[src/rtl/mc_pkg.sv]
// Shared encodings for the handshaked multicycle MIPS controller:
// FSM state codes, opcode/funct values, alusrcb/pcsrc/alucontrol encodings
// and the ALU-op class passed from the FSM to the ALU decoder.
package mc_pkg;

   localparam int unsigned STATE_W = 5;
   typedef logic [STATE_W-1:0] state_t;

   localparam state_t ST_FETCH   = 5'd0;
   localparam state_t ST_DECODE  = 5'd1;
   localparam state_t ST_MEMADR  = 5'd2;
   localparam state_t ST_MEMRD   = 5'd3;
   localparam state_t ST_MEMWB   = 5'd4;
   localparam state_t ST_MEMWR   = 5'd5;
   localparam state_t ST_EXECUTE = 5'd6;
   localparam state_t ST_ALUWB   = 5'd7;
   localparam state_t ST_BRANCH  = 5'd8;
   localparam state_t ST_IEXEC   = 5'd9;
   localparam state_t ST_IWB     = 5'd10;
   localparam state_t ST_JUMP    = 5'd11;
   localparam state_t ST_FAULT   = 5'd12;

   localparam logic [5:0] OP_RTYPE = 6'b000000;
   localparam logic [5:0] OP_LW    = 6'b100011;
   localparam logic [5:0] OP_SW    = 6'b101011;
   localparam logic [5:0] OP_BEQ   = 6'b000100;
   localparam logic [5:0] OP_BNE   = 6'b000101;
   localparam logic [5:0] OP_ADDI  = 6'b001000;
   localparam logic [5:0] OP_ORI   = 6'b001101;
   localparam logic [5:0] OP_J     = 6'b000010;

   localparam logic [5:0] FN_ADD = 6'b100000;
   localparam logic [5:0] FN_SUB = 6'b100010;
   localparam logic [5:0] FN_AND = 6'b100100;
   localparam logic [5:0] FN_OR  = 6'b100101;
   localparam logic [5:0] FN_SLT = 6'b101010;

   localparam logic [2:0] SRCB_B        = 3'b000;
   localparam logic [2:0] SRCB_FOUR     = 3'b001;
   localparam logic [2:0] SRCB_SIMM     = 3'b010;
   localparam logic [2:0] SRCB_SIMM_SH2 = 3'b011;
   localparam logic [2:0] SRCB_ZIMM     = 3'b100;

   localparam logic [1:0] PCSRC_ALU    = 2'b00;
   localparam logic [1:0] PCSRC_ALUOUT = 2'b01;
   localparam logic [1:0] PCSRC_JUMP   = 2'b10;

   localparam logic [3:0] ALU_ADD = 4'b0010;
   localparam logic [3:0] ALU_SUB = 4'b1010;
   localparam logic [3:0] ALU_AND = 4'b0000;
   localparam logic [3:0] ALU_OR  = 4'b0001;
   localparam logic [3:0] ALU_SLT = 4'b1011;

   typedef enum logic [1:0] {
      ALUOP_ADD   = 2'b00,
      ALUOP_SUB   = 2'b01,
      ALUOP_FUNCT = 2'b10,
      ALUOP_OR    = 2'b11
   } aluop_e;

   // States that hold a memory request open and run the watchdog.
   function automatic logic is_mem_state(input state_t s);
      return (s == ST_FETCH) || (s == ST_MEMRD) || (s == ST_MEMWR);
   endfunction

   function automatic logic funct_known(input logic [5:0] f);
      return (f == FN_ADD) || (f == FN_SUB) || (f == FN_AND) ||
             (f == FN_OR)  || (f == FN_SLT);
   endfunction

endpackage

[src/rtl/mc_aludec.sv]
// ALU decoder: maps the FSM's ALU-op class and the R-type funct field to
// alucontrol. Unknown funct codes decode to add so the output is never X.
//   funct_i      : instr[5:0]
//   aluop_i      : ALU-op class from the controller FSM
//   alucontrol_o : ALU operation, zero-extended to ALUCTRL_W
module mc_aludec
   import mc_pkg::*;
#(
   parameter int unsigned ALUCTRL_W = 4
) (
   input  logic [5:0]           funct_i,
   input  aluop_e               aluop_i,
   output logic [ALUCTRL_W-1:0] alucontrol_o
);

   logic [3:0] code;

   // Class select, with funct decode for R-type execution.
   always_comb begin
      code = ALU_ADD;
      unique case (aluop_i)
         ALUOP_ADD: code = ALU_ADD;
         ALUOP_SUB: code = ALU_SUB;
         ALUOP_OR:  code = ALU_OR;
         ALUOP_FUNCT: begin
            case (funct_i)
               FN_ADD:  code = ALU_ADD;
               FN_SUB:  code = ALU_SUB;
               FN_AND:  code = ALU_AND;
               FN_OR:   code = ALU_OR;
               FN_SLT:  code = ALU_SLT;
               default: code = ALU_ADD;
            endcase
         end
         default: code = ALU_ADD;
      endcase
   end

   assign alucontrol_o = ALUCTRL_W'(code);

endmodule

[src/rtl/mc_ctrl_hs.sv]
// Multicycle MIPS controller with a req/ready memory handshake, wait-state
// insertion and a memory-timeout watchdog that parks the core in FAULT.
// Optional macro MC_CTRL_ILLEGAL_TRAP_EN: unknown op (DECODE) or unknown
// funct (EXECUTE) traps to FAULT instead of falling through.
// Ports:
//   clk, reset (async, active-low)
//   op, funct, zero, mem_ready          : instruction fields / status
//   memreq, memwrite, pcen, irwrite,
//   regwrite                            : strobes, forced low in reset
//   alusrca, iord, memtoreg, regdst,
//   alusrcb, pcsrc, alucontrol          : datapath controls (Moore)
//   fault                               : sticky watchdog/trap flag
//   state_o                             : current state for debug
module mc_ctrl_hs
   import mc_pkg::*;
#(
   parameter int unsigned WAIT_W    = 4,
   parameter int unsigned MAX_WAIT  = 15,
   parameter int unsigned ALUCTRL_W = 4
) (
   input  logic                 clk,
   input  logic                 reset,
   input  logic [5:0]           op,
   input  logic [5:0]           funct,
   input  logic                 zero,
   input  logic                 mem_ready,
   output logic                 memreq,
   output logic                 memwrite,
   output logic                 pcen,
   output logic                 irwrite,
   output logic                 regwrite,
   output logic                 alusrca,
   output logic                 iord,
   output logic                 memtoreg,
   output logic                 regdst,
   output logic [2:0]           alusrcb,
   output logic [1:0]           pcsrc,
   output logic [ALUCTRL_W-1:0] alucontrol,
   output logic                 fault,
   output logic [4:0]           state_o
);

   localparam logic [WAIT_W-1:0] MAX_WAIT_C = WAIT_W'(MAX_WAIT);

   state_t            state_q, state_d;
   logic [WAIT_W-1:0] wait_q, wait_d;
   logic              fault_q, fault_d;
   // Latched in DECODE: BNE (vs BEQ) or ORI (vs ADDI), since op is not
   // guaranteed stable after DECODE.
   logic              alt_q, alt_d;
   aluop_e            aluop;
   logic memreq_raw, memwrite_raw, pcen_raw, irwrite_raw, regwrite_raw;
   logic timeout;

   assign timeout = (wait_q == MAX_WAIT_C);

   always_ff @(posedge clk or negedge reset) begin
      if (!reset) begin
         state_q <= ST_FETCH;
         wait_q  <= '0;
         fault_q <= 1'b0;
         alt_q   <= 1'b0;
      end else begin
         state_q <= state_d;
         wait_q  <= wait_d;
         fault_q <= fault_d;
         alt_q   <= alt_d;
      end
   end

   // Next state, watchdog counter and sticky fault.
   always_comb begin
      state_d = state_q;
      alt_d   = alt_q;
      unique case (state_q)
         ST_FETCH: begin
            if (mem_ready)    state_d = ST_DECODE;
            else if (timeout) state_d = ST_FAULT;
         end
         ST_DECODE: begin
            alt_d = (op == OP_BNE) || (op == OP_ORI);
            case (op)
               OP_LW, OP_SW:     state_d = ST_MEMADR;
               OP_RTYPE:         state_d = ST_EXECUTE;
               OP_BEQ, OP_BNE:   state_d = ST_BRANCH;
               OP_ADDI, OP_ORI:  state_d = ST_IEXEC;
               OP_J:             state_d = ST_JUMP;
`ifdef MC_CTRL_ILLEGAL_TRAP_EN
               default:          state_d = ST_FAULT;
`else
               default:          state_d = ST_FETCH;
`endif
            endcase
         end
         ST_MEMADR: state_d = (op == OP_SW) ? ST_MEMWR : ST_MEMRD;
         ST_MEMRD: begin
            if (mem_ready)    state_d = ST_MEMWB;
            else if (timeout) state_d = ST_FAULT;
         end
         ST_MEMWB: state_d = ST_FETCH;
         ST_MEMWR: begin
            if (mem_ready)    state_d = ST_FETCH;
            else if (timeout) state_d = ST_FAULT;
         end
`ifdef MC_CTRL_ILLEGAL_TRAP_EN
         ST_EXECUTE: state_d = funct_known(funct) ? ST_ALUWB : ST_FAULT;
`else
         ST_EXECUTE: state_d = ST_ALUWB;
`endif
         ST_ALUWB:  state_d = ST_FETCH;
         ST_BRANCH: state_d = ST_FETCH;
         ST_IEXEC:  state_d = ST_IWB;
         ST_IWB:    state_d = ST_FETCH;
         ST_JUMP:   state_d = ST_FETCH;
         ST_FAULT:  state_d = ST_FAULT;
         default:   state_d = ST_FETCH;
      endcase

      // Counts only while stalling in a memory state; any exit clears it.
      wait_d = '0;
      if (is_mem_state(state_q) && !mem_ready && (state_d == state_q))
         wait_d = wait_q + WAIT_W'(1);

      fault_d = fault_q | (state_d == ST_FAULT);
   end

   // Moore decode; only FETCH's pcen/irwrite look at mem_ready.
   always_comb begin
      memreq_raw   = 1'b0;
      memwrite_raw = 1'b0;
      pcen_raw     = 1'b0;
      irwrite_raw  = 1'b0;
      regwrite_raw = 1'b0;
      alusrca      = 1'b0;
      iord         = 1'b0;
      memtoreg     = 1'b0;
      regdst       = 1'b0;
      alusrcb      = SRCB_B;
      pcsrc        = PCSRC_ALU;
      aluop        = ALUOP_ADD;
      unique case (state_q)
         ST_FETCH: begin
            memreq_raw  = 1'b1;
            alusrcb     = SRCB_FOUR;
            pcen_raw    = mem_ready;
            irwrite_raw = mem_ready;
         end
         ST_DECODE: alusrcb = SRCB_SIMM_SH2;
         ST_MEMADR: begin
            alusrca = 1'b1;
            alusrcb = SRCB_SIMM;
         end
         ST_MEMRD: begin
            memreq_raw = 1'b1;
            iord       = 1'b1;
         end
         ST_MEMWB: begin
            regwrite_raw = 1'b1;
            memtoreg     = 1'b1;
         end
         ST_MEMWR: begin
            memreq_raw   = 1'b1;
            memwrite_raw = 1'b1;
            iord         = 1'b1;
         end
         ST_EXECUTE: begin
            alusrca = 1'b1;
            aluop   = ALUOP_FUNCT;
         end
         ST_ALUWB: begin
            regwrite_raw = 1'b1;
            regdst       = 1'b1;
         end
         ST_BRANCH: begin
            alusrca  = 1'b1;
            aluop    = ALUOP_SUB;
            pcsrc    = PCSRC_ALUOUT;
            pcen_raw = alt_q ? ~zero : zero;
         end
         ST_IEXEC: begin
            alusrca = 1'b1;
            alusrcb = alt_q ? SRCB_ZIMM : SRCB_SIMM;
            aluop   = alt_q ? ALUOP_OR : ALUOP_ADD;
         end
         ST_IWB:  regwrite_raw = 1'b1;
         ST_JUMP: begin
            pcsrc    = PCSRC_JUMP;
            pcen_raw = 1'b1;
         end
         default: ;
      endcase
   end

   mc_aludec #(.ALUCTRL_W(ALUCTRL_W)) u_aludec (
      .funct_i      (funct),
      .aluop_i      (aluop),
      .alucontrol_o (alucontrol)
   );

   // Strobes are held low for as long as reset is asserted.
   assign memreq   = memreq_raw   & reset;
   assign memwrite = memwrite_raw & reset;
   assign pcen     = pcen_raw     & reset;
   assign irwrite  = irwrite_raw  & reset;
   assign regwrite = regwrite_raw & reset;
   assign fault    = fault_q;
   assign state_o  = state_q;

endmodule

[config.mk]
export PLATFORM = sky130hd
export DESIGN_NAME = mc_ctrl_hs
export DESIGN_NICKNAME = d
export VERILOG_FILES = /design/src/rtl/mc_pkg.sv /design/src/rtl/mc_aludec.sv /design/src/rtl/mc_ctrl_hs.sv
export SDC_FILE = /design/constraint.sdc
export NUM_CORES = 1
export LEC_CHECK = 0
export ABC_AREA = 0
export ABC_CLOCK_PERIOD_IN_PS = 1800
export BUFFER_PORTS_ARGS = -buffer_cell sky130_fd_sc_hd__buf_2
export CAP_MARGIN = 10
export CORE_ASPECT_RATIO = 0.75
export CORE_MARGIN = 2
export CORE_UTILIZATION = 38
export CTS_BUF_LIST = sky130_fd_sc_hd__clkbuf_8 sky130_fd_sc_hd__clkbuf_16
export DETAILED_ROUTE_END_ITERATION = 12
export PLACE_DENSITY = 0.7
export SLEW_MARGIN = 20
export SYNTH_ARGS = -nofsm -noshare
export SYNTH_HDL_FRONTEND = slang
export SYNTH_SLANG_ARGS = --single-unit
[constraint.sdc]
create_clock -name clk -period 1.8 [get_ports clk]
set_clock_uncertainty 0.1 [all_clocks]
set_input_delay 0 -clock clk [delete_from_list [all_inputs] [get_ports clk]]
set_output_delay 0 -clock clk [all_outputs]
set_load 0.02 [all_outputs]
# Yosys cells after proc, flatten, opt, wreduce, memory -nomap -nowiden
# Index checks and enable logic that the tools add are counted.
# classes
order_cmp	0
bitwise	7
add_sub_neg	1
n_reduce_logical	16
eq_ne	29
div_mod_pow	0
shift	0
n_mul	0
n_mux	25
# ops
operator	count
case mux 5 bit (8 select lines)	1
== test 6 bit, second input constant	6
case mux 4 bit (4 select lines)	2
== test 5 x 4 -> 1 bit, second input constant	6
== test 5 x 3 -> 1 bit, second input constant	4
2-to-1 mux 5 bit	4
case mux 4 bit (5 select lines)	1
== test 6 x 3 -> 1 bit, second input constant	2
== test 6 x 4 -> 1 bit, second input constant	2
case mux 3 bit (4 select lines)	1
== test 5 x 2 -> 1 bit, second input constant	2
2-to-1 mux 1 bit	9
OR reduction 2 bit	4
== test 6 x 2 -> 1 bit, second input constant	1
logical NOT 6 bit	1
2-to-1 mux 3 bit	2
case mux 2 bit (3 select lines)	1
OR reduction 3 bit	2
AND 1 bit	5
== test 5 x 1 -> 1 bit, second input constant	1
== test 5 bit	1
logical NOT 5 bit	1
adder 4 x 1 -> 4 bit, second input constant	1
== test 2 bit, second input constant	2
other kinds (13)	16
# word_totals
output_inout_bits	24
mem_bits_ro	0
latchBits	0
ramBits	0
n_memories	0
inputBits	16
wordCells	82
regBits	11

# Depth between registers and ports, before layout
# Gate-level depths: netlist of the first run.
# depth
depth_word	7
depth_mapped	7
depth_no_buf	6

# Modules after synthesis
# A second synthesis of the first run with hierarchy kept.
# unflattened
hier_cells	134
area_unflattened_um2	1038.5
# modules_own_cells
mod	area_each_um2	seq_area_each_um2	n_inst	cells_per_inst
mc_ctrl_hs	953.4	275.3	1	121
mc_aludec	85.1	0.0	1	13

# Least setup slack after synthesis of the first run
# OpenSTA, ideal clock, no wires.
# synth_path
kind	register to output
start	register state_q[2] (netlist: state_o[2])
end	output port pcen
arrival_ps	2079
stages_incl_launch_ff	8
slack_ps	-379
required_time_ps	1700
path_buffers	2
cell_sequence	dfrtp_1 buf_2 buf_1 nor2_1 nand2_1 nor3_1 a21oi_1 o21bai_1
# synth_between
elab_chain_len	3
word_cells_on_any_way	5
classes_between	eq/ne: 2; mux: 1; bitwise: 1; reduce/logical: 1
# synth_rtl
element	line	source
from (decl)	mc_ctrl_hs.sv:45	state_t state_q, state_d;
from (signal assigned)	mc_ctrl_hs.sv:64	state_q <= state_d;
== test 5 x 4 -> 1 bit or logical NOT 5 bit (tied branches)	mc_ctrl_hs.sv:141	unique case (state_q)
case mux 1 bit (3 select lines) (*)	mc_ctrl_hs.sv:141	
AND 1 bit (*)	mc_ctrl_hs.sv:203	assign pcen = pcen_raw & reset;
to (decl)	mc_ctrl_hs.sv:29	output logic pcen,
# Every way passes the cells marked *; elsewhere a longest branch is shown, timed or not.

# Worst setup path after layout of the first run
# layout_path
start	register wait_q[0]
end	register fault_q (netlist: fault)
# layout_between
elab_chain_len	6
word_cells_on_any_way	8
classes_between	eq/ne: 2; mux: 5; bitwise: 1
# layout_rtl
element	line	source
from (decl)	mc_ctrl_hs.sv:46	logic [WAIT_W-1:0] wait_q, wait_d;
from (signal assigned)	mc_ctrl_hs.sv:65	wait_q <= wait_d;
== test 4 bit (*)	mc_ctrl_hs.sv:55	assign timeout = (wait_q == MAX_WAIT_C);
2-to-1 mux 5 bit (*)	mc_ctrl_hs.sv:78, mc_ctrl_hs.sv:98, mc_ctrl_hs.sv:103	
2-to-1 mux 5 bit, on equally long branches	mc_ctrl_hs.sv:102, mc_ctrl_hs.sv:77, mc_ctrl_hs.sv:97	
case mux 5 bit (8 select lines) (*)	mc_ctrl_hs.sv:75	unique case (state_q)
== test 5 x 4 -> 1 bit (*)	mc_ctrl_hs.sv:124	fault_d = fault_q | (state_d == ST_FAULT);
bitwise OR 1 bit (*)	mc_ctrl_hs.sv:124	
net fault_d	mc_ctrl_hs.sv:47	logic fault_q, fault_d;
to (signal assigned)	mc_ctrl_hs.sv:66	fault_q <= fault_d;
to (decl)	mc_ctrl_hs.sv:47	
# Mark *: on every way through the listed nets, which the timed path passes. The rest lies on a longest branch.
# A chain may end at the register's enable or synchronous reset.

==> results.json, run 1 <==
{
  "status": "finished with violations",
  "violations": "setup timing",
  "crit_buf_inv": 0,
  "crit_fanout": 2,
  "clk_pin_slew_ns": 0.05,
  "hpwl_um": 2450,
  "wl_per_cell_um": 14.4,
  "ys_top_cells_by_count": "21 x nor2_1, 11 x dfrtp_1, 10 x nand2_1",
  "synthCells": 134,
  "seq_area_frac_synth_pct": 27.8,
  "period_share_pct": 101,
  "clock_latency_ns": 0.24,
  "drive_above_1_share_pct": 42.2,
  "async_flop_share_pct": 100,
  "globalRouteOverflowTotal": 0,
  "slew_headroom_pct": 66.8,
  "portBuffers": 38,
  "setup_viol": 1,
  "tritoncts": "yes",
  "crit_path_start_kind": "register",
  "drv_cap": 0,
  "yosysUniqueCellTypes": 49,
  "use_met2_pct": 34.7,
  "final_max_slew_viol_count": 0,
  "ys_top_cells_by_area": "dfrtp_1 28%, nor2_1 8.0%, nand2_1 3.8%",
  "critPathRequiredTime_ns": 1.83,
  "start_util_pct": 41.5,
  "crit_chain": "ha_1, a31oi_1, or4_1, a21oi_2, nor3_2, o41ai_2",
  "grt_pass1_vias": 1033,
  "grt_util_met1_pct": 27.1,
  "grtUsageTotal_pct": 20.5,
  "insertedDiodeCount": 0,
  "min_path_type": "in -> async",
  "place_congestion": 0.895,
  "rsz0062_at_grt": "yes",
  "hold_violations": 0,
  "fin_tns_setup_ns": -0.0243,
  "p_per_area_nw_per_um2": 466,
  "tightest_slew_ns": 0.491,
  "synthFlopType": "dfrtp_1",
  "cts_buffers": 3,
  "cts_htree_levels": 1,
  "min_period_ns": 1.82,
  "synth.largest_area_cell": "dfrtp_1",
  "worstSetupPathType": "reg -> reg",
  "clockBufferDepth": 2,
  "use_met3_pct": 3.46,
  "endpoint_kind": "register",
  "setup_ws_ns": -0.0243,
  "viasPerCell": 5.57,
  "fin_nets": 205,
  "total_power_uw": 688,
  "syn_avg_cell_area_sq_um": 7.39,
  "ys_warn_count": 0,
  "yosysTopAreaCellShare_pct": 27.8,
  "die_w_um": 62.9,
  "syn_area_sq_um": 990,
  "antenna_found_initial": 0,
  "root_buffer": "clkbuf_8",
  "wl_um": 3190,
  "drtIter0Drc": 62,
  "clock_sinks": 11,
  "grt_max_degree": 13,
  "cpMaxStageDelayCell": "or4_1",
  "synth_seq_cells": 11,
  "core_area_sq_um": 2380,
  "crit_arrival_ns": 1.86,
  "max_clock_freq_mhz": 548,
  "syn2layout_area_growth_pct": 49.3,
  "p_leak_nw": 0.721,
  "yosys.cell_count.top_type": "nor2_1",
  "synth-edff-count": 0,
  "die_height_um": 48.2,
  "io_pins": 40,
  "drtAntennaViolNets": 0,
  "num_vias": 1232,
  "crit_path_max_incr_delay_ns": 0.42,
  "drt_first_pass_iters": 4,
  "fp-row-count": 15,
  "path_delay_family": "compound AO/OA/AOI/OAI gates",
  "post-route-drc-count": 0,
  "fp.dieArea_sq_um": 3030,
  "busiest_layer": "met2",
  "grt_pass1_wl_um": 4690,
  "hold_ws_ns": 0.0342,
  "irDropWorstVdd_mv": 0.320
}
## worst paths after layout
path	startpoint	end	slack (ns)	cells past startpoint
setup / recovery	wait_q[0]	fault	-0.02	6
hold / removal	reset	wait_q[1]	0.03	2
setup reg to reg	wait_q[0]	fault	-0.02	6
hold reg to reg	fault	fault	0.38	2
max in group asynchronous	reset	state_o[0]	1.21	3
min in group clk	op[4]	alt_q	0.04	4
## worst register-to-register path: stages (launching register included)
cell and delay (ns):
dfrtp_1 0.36, ha_1 0.17, a31oi_1 0.10, or4_1 0.42
a21oi_2 0.17, nor3_2 0.07, o41ai_2 0.32
## where the power goes
group	internal, mW	total [mW]	switching (mW)
Combinational	0.0766	0.173	0.0969
Clock	0.150	0.248	0.0980
Sequential	0.255	0.266	0.0115
## sequential cells by signal, indices dropped and copies added, names as in the netlist
name and flops:
wait_q 4, fault 1, alt_q 1, state_o 5
## routing by layer
layer / routed length (um) / up-vias
li1: - / 588
met1: 1400 / 575
met2: 1490 / 62
met3: 244 / 7
met4: 59 / 0
met5: 0 / -
## timing repair
item / in CTS / in global routing
buffers inserted: 2 / 0
endpoints found under the hold margin: 12 / 0
hold buffers: 2 / 0
resized for setup: 8 / 9
endpoints found under the setup margin: 4 / 6
pin swaps: 2 / 1
## area by class of cell
type,instances,area [sq um]
repair buffers,57,350
multi-input cells,109,738
fillers,217,906
clock inverters,1,3.75
inverters,6,22.5
flip-flops and latches,11,279
clock buffers,3,41.3
well taps,34,42.5
## kinds of logic after synthesis
| group | count (synthesis) | synth area share, % |
|---|---|---|
| XOR/XNOR | 6 | 5.31 |
| AND/OR/NAND/NOR | 71 | 37.9 |
| AO/OA/AOI/OAI | 29 | 20.5 |
| flip-flops | 11 | 27.8 |
| adder cells (fa/ha/maj) | 1 | 1.26 |
| buffers and inverters | 15 | 6.83 |
| other | 1 | 0.379 |
## per-stage QoR
stage	instance area (sq um)	setup slack (ns)	std cells	utilization, %
after floorplan	1040	-0.0827	135	-
after global placement	1330	0.0686	213	55.9
after detailed placement	1330	0.00944	213	55.9
after CTS	1440	-0.00786	221	60.3
after global routing	1480	-0.150	221	62.0
final	1480	-0.0243	221	62.0
## layout by cell type, fill, tap and decap left out, types with 4 or more instances in the layout
cell type   n
buf_2      36
nor2_1     20
buf_4      18
nand2_1     9
dfrtp_1     8
nand3_1     6
inv_1       6
o21ai_0     5
nand2b_1    4
nor3_1      4
xor2_1      4
Note: power is estimated with default switching activity, not from simulation.
==> run 2: changes to the inputs <==
CORE_UTILIZATION = 43   (was 38)
PLACE_DENSITY = 0.77   (was 0.7)
==> run 2 against run 1 <==
The flow still finishes with violations (setup timing). Global-route usage rose by 2.2 points. Utilization rose by 2.0 points. Maximum frequency fell by 3.5%. Worst setup slack got worse by 0.067 ns. Non-clock buffer count fell by 1. Clock power fell by 3%. Combinational power fell by 5%. Sequential power barely moved. Die area fell by 11%. First-iteration DRC count rose by 1.6%.
==> results.json, run 2 (synthesized netlist as in run 1, its figures left out) <==
{
  "status": "finished with violations",
  "violations": "setup timing",
  "wl_per_cell_um": 14.6,
  "root_buffer": "clkbuf_8",
  "tritoncts": "yes",
  "pre_cts_ws_ns": -0.0683,
  "grt_max_degree": 11,
  "endpoint_kind": "register",
  "globalRouteOverflowTotal": 0,
  "syn2layout_area_growth_pct": 44.5,
  "rsz0062_at_grt": "yes",
  "min_period_ns": 1.89,
  "wl_um": 3080,
  "min_path_type": "in -> async",
  "drtIter0Drc": 63,
  "portBuffers": 38,
  "clock_latency_ns": 0.24,
  "final_cell_mix": "38 x buf_2, 21 x nor2_1, 16 x buf_4, 9 x nand2_1",
  "crit_path_start_kind": "register",
  "final_max_slew_viol_count": 0,
  "die_w_um": 59.4,
  "critPathRequiredTime_ns": 1.84,
  "fin_nets": 204,
  "period_share_pct": 105,
  "p_leak_nw": 0.712,
  "cts_buffers": 3,
  "clockBufferDepth": 2,
  "antenna_found_initial": 0,
  "nFillCells": 192,
  "start_util_pct": 44.3,
  "largest_reg_flops": 5,
  "setup_ws_ns": -0.0910,
  "crit_fanout": 2,
  "fp.dieArea_sq_um": 2710,
  "drive_above_1_share_pct": 41.4,
  "grtUsageTotal_pct": 22.7,
  "r2r_slack_ns": -0.09,
  "hold_ws_ns": 0.0196,
  "crit_arrival_ns": 1.93,
  "num_vias": 1235,
  "post-route-drc-count": 0,
  "drtAntennaViolNets": 0,
  "grt_pass1_vias": 1003,
  "total_power_uw": 670,
  "p_per_area_nw_per_um2": 469,
  "insertedDiodeCount": 0,
  "io_pins": 40,
  "layout_commonest_cell": "buf_2",
  "die_height_um": 45.6,
  "fin_tns_setup_ns": -0.102,
  "drv_cap": 0,
  "max_clock_freq_mhz": 529,
  "multi_input_area_sq_um": 721,
  "setup_viol": 2,
  "drt_first_pass_iters": 4,
  "register_area_sq_um": 280,
  "irDropWorstVdd_mv": 0.417,
  "hold_violations": 0,
  "place_congestion": 0.892,
  "hpwl_um": 2220,
  "cts_htree_levels": 1,
  "core_area_sq_um": 2230,
  "grt_pass1_wl_um": 4540,
  "fp-row-count": 15,
  "clk_pin_slew_ns": 0.05,
  "clock_sinks": 11,
  "viasPerCell": 5.85,
  "worstSetupPathType": "reg -> reg"
}
run 2: what timing repair did:
| action | CTS | global route |
|---|---|---|
| setup endpoints to repair | 1 | 6 |
| hold buffers | 2 | 0 |
| gates resized for setup | 2 | 8 |
| setup buffers | 1 | 1 |
| endpoints found under the hold margin | 12 | 0 |
run 2: layer usage:
layer	share of wire (%)	up-vias	global-route usage [%]	wire length, um
met4	2.5	0	9.09	77
li1	-	579	-	-
met5	0	-	0	0
met3	7.4	13	6.25	229
met1	43	569	29.9	1330
met2	47	74	35.6	1440
run 2: path summary, 6_finish.rpt:
| kind | start | end | depth (start not counted) |
|---|---|---|---|
| max | wait_q[1] | fault | 6 |
| min | reset | state_o[4] | 2 |
| max reg2reg | wait_q[1] | fault | 6 |
| min reg2reg | fault | fault | 2 |
| max in group asynchronous | reset | state_o[0] | 3 |
| min in group clk | op[4] | alt_q | 4 |
run 2: final cells by class:
| type | instances | area share, % |
|---|---|---|
| inverters | 6 | 1.57 |
| clock buffers | 3 | 2.89 |
| clock inverters | 1 | 0.262 |
| multi-input cells | 109 | 50.4 |
| well taps | 25 | 2.19 |
| repair buffers | 56 | 23.1 |
| flip-flops and latches | 11 | 19.6 |
run 2: critical path, cell delays in order, from the launching register on:
cell and delay (ns):
dfrtp_1 0.37, ha_2 0.20, a31oi_1 0.11, or4_1 0.44, a21oi_2 0.15, nor3_1 0.09, o41ai_2 0.32
run 2: power by group:
| part | switching (mW) | leakage [nW] | internal, mW |
|---|---|---|---|
| sequential | 0.0106 | 0.138 | 0.255 |
| clock | 0.0914 | 0.0269 | 0.150 |
| combinational | 0.0921 | 0.547 | 0.0715 |
run 2: through the flow:
stage,cells,utilization [%],cell area [sq um]
5_1_grt,211,64.0,1430
4_1_cts,210,62.3,1390
3_3_place_gp,203,58.8,1310
2_1_floorplan,135,-,1040
3_5_place_dp,203,58.8,1310
6_report,211,64.0,1430
==> run 3: changes to the inputs <==
CORE_MARGIN = not set   (was 2)
==> run 3 against run 2 <==
The run ends with DRC, setup timing left. Utilization rose by 6.3 points. Sequential power barely moved. Count of clock-buffer cells in the layout did not move. Critical path depth rose by 1. Total power rose by 3.1%. Sequential share of layout area fell by 0.47 points. Worst setup slack got worse by 0.043 ns. Largest power group unchanged. Final area rose by 2.5%. Critical endpoint unchanged. Non-clock buffer count rose by 3. Largest cell class unchanged. Maximum frequency fell by 2.2%. Global-route usage rose by 2.0 points. First-iteration DRC count fell by 9.5%.
==> results.json, run 3 (synthesized netlist as in run 1, its figures left out) <==
{
  "status": "finished with violations",
  "violations": "DRC, setup timing",
  "irDropWorstVdd_mv": 0.560,
  "crit_chain": "ha_1, buf_4, and4b_1, a2bb2oi_1, o21ai_0, nor3_1, o41ai_2",
  "drive_above_1_share_pct": 42.9,
  "core_area_sq_um": 2080,
  "antenna_found_initial": 0,
  "worstSetupPathType": "reg -> reg",
  "setup_ws_ns": -0.134,
  "wl_um": 3250,
  "final_max_slew_viol_count": 0,
  "setup_viol": 2,
  "max_clock_freq_mhz": 517,
  "fin_area_sq_um": 1470,
  "hpwl_um": 2480,
  "hold_violations": 0,
  "final_cell_mix": "36 x buf_2, 20 x buf_4, 19 x nor2_1, 9 x nand2_1, 7 x dfrtp_1",
  "wl_per_cell_um": 15.3,
  "crit_fanout": 3,
  "crit_arrival_ns": 1.95,
  "start_util_pct": 47.5,
  "drtAntennaViolNets": 0,
  "largest_reg_flops": 5,
  "tritoncts": "yes",
  "cts_buffers": 3,
  "min_period_ns": 1.93,
  "drv_cap": 0,
  "place_inst": 203,
  "portBuffers": 38,
  "rsz0062_at_grt": "yes",
  "viasPerCell": 6.04,
  "grt_pass1_vias": 1060,
  "pre_cts_ws_ns": 0.0108,
  "period_share_pct": 107,
  "final_cells": 213,
  "endpoint_kind": "register",
  "fp-row-count": 14,
  "io_pins": 40,
  "cpMaxStageDelayCell": "dfrtp_1",
  "fp.dieArea_sq_um": 2500,
  "insertedDiodeCount": 0,
  "die_height_um": 43.6,
  "clockBufferDepth": 2,
  "p_leak_nw": 0.726,
  "num_vias": 1286,
  "crit_path_start_kind": "register",
  "hold_ws_ns": 0.0112,
  "drt_first_pass_iters": 8,
  "clock_latency_ns": 0.24,
  "placed_cell_area_sq_um": 1320,
  "syn2layout_area_growth_pct": 48.0,
  "min_path_type": "in -> async",
  "grt_max_degree": 11,
  "root_buffer": "clkbuf_8",
  "cp.depth": 7,
  "post-route-drc-count": 3,
  "drtIter0Drc": 57,
  "place_congestion": 0.924,
  "critPathRequiredTime_ns": 1.82,
  "path_delay_family": "simple AND/OR/NAND/NOR gates",
  "cts_htree_levels": 1,
  "fin_nets": 207,
  "crit_path_max_incr_delay_ns": 0.40,
  "clock_sinks": 11,
  "worstRegToRegCells": 7,
  "crit_buf_inv": 1,
  "globalRouteOverflowTotal": 0,
  "clk_pin_slew_ns": 0.05,
  "p_per_area_nw_per_um2": 472,
  "grt_pass1_wl_um": 4780,
  "die_w_um": 57.4,
  "utilization_pct": 70.3,
  "layout_commonest_cell": "buf_2",
  "grtUsageTotal_pct": 24.8
}
-- run 3: what timing repair did --
action / CTS / global route
endpoints found under the hold margin: 12 / 0
buffers inserted: 0 / 4
setup endpoints to repair: 1 / 5
hold buffers: 2 / 0
gates resized for setup: 2 / 14
pin swaps: 1 / 1
-- run 3: through the flow --
stage | power, mW | setup TNS, ns
6_report | 0.691 | -0.235
5_1_grt | 0.726 | -0.332
4_1_cts | 0.684 | 0
3_5_place_dp | 0.425 | 0
3_3_place_gp | 0.417 | 0
2_1_floorplan | 0.355 | -0.0827
-- run 3: routing by layer --
layer / GRT usage, % / up-vias / share of wire, %
met5: 0 / - / 0
met1: 33.6 / 620 / 43
met4: 4.39 / 0 / 1.7
li1: - / 585 / -
met2: 41.9 / 72 / 47
met3: 4.78 / 9 / 7.8
-- run 3: final cells by class --
| type | count | area, sq um |
|---|---|---|
| multi-input cells | 109 | 724 |
| fillers | 176 | 619 |
| repair buffers | 59 | 362 |
| flip-flops and latches | 11 | 280 |
| clock buffers | 3 | 41.3 |
| well taps | 24 | 30.0 |
| inverters | 6 | 22.5 |
| clock inverters | 1 | 5.00 |
-- run 3: worst paths after layout --
check | from | end | slack [ns]
setup / recovery | wait_q[0] | fault | -0.13
hold / removal | reset | state_o[1] | 0.01
setup reg to reg | wait_q[0] | fault | -0.13
hold reg to reg | fault | fault | 0.36
max in group asynchronous | reset | state_o[0] | 1.22
min in group clk | op[4] | alt_q | 0.04
-- run 3: worst register-to-register path: cells and delay by family, from the launching register on --
kind	cells	cell delay, ns
DFF	1	0.40
adders and majority gates	1	0.23
and+or+nand+nor	2	0.56
buffers and inverters	1	0.15
AOI/OAI and AO/OA	3	0.37
-- run 3: report_power, final --
group / leakage, nW / internal (mW) / switching [mW] / total, mW
clock: 0.0255 / 0.152 / 0.0987 / 0.251
sequential: 0.138 / 0.255 / 0.00975 / 0.265
combinational: 0.562 / 0.0767 / 0.0986 / 0.175
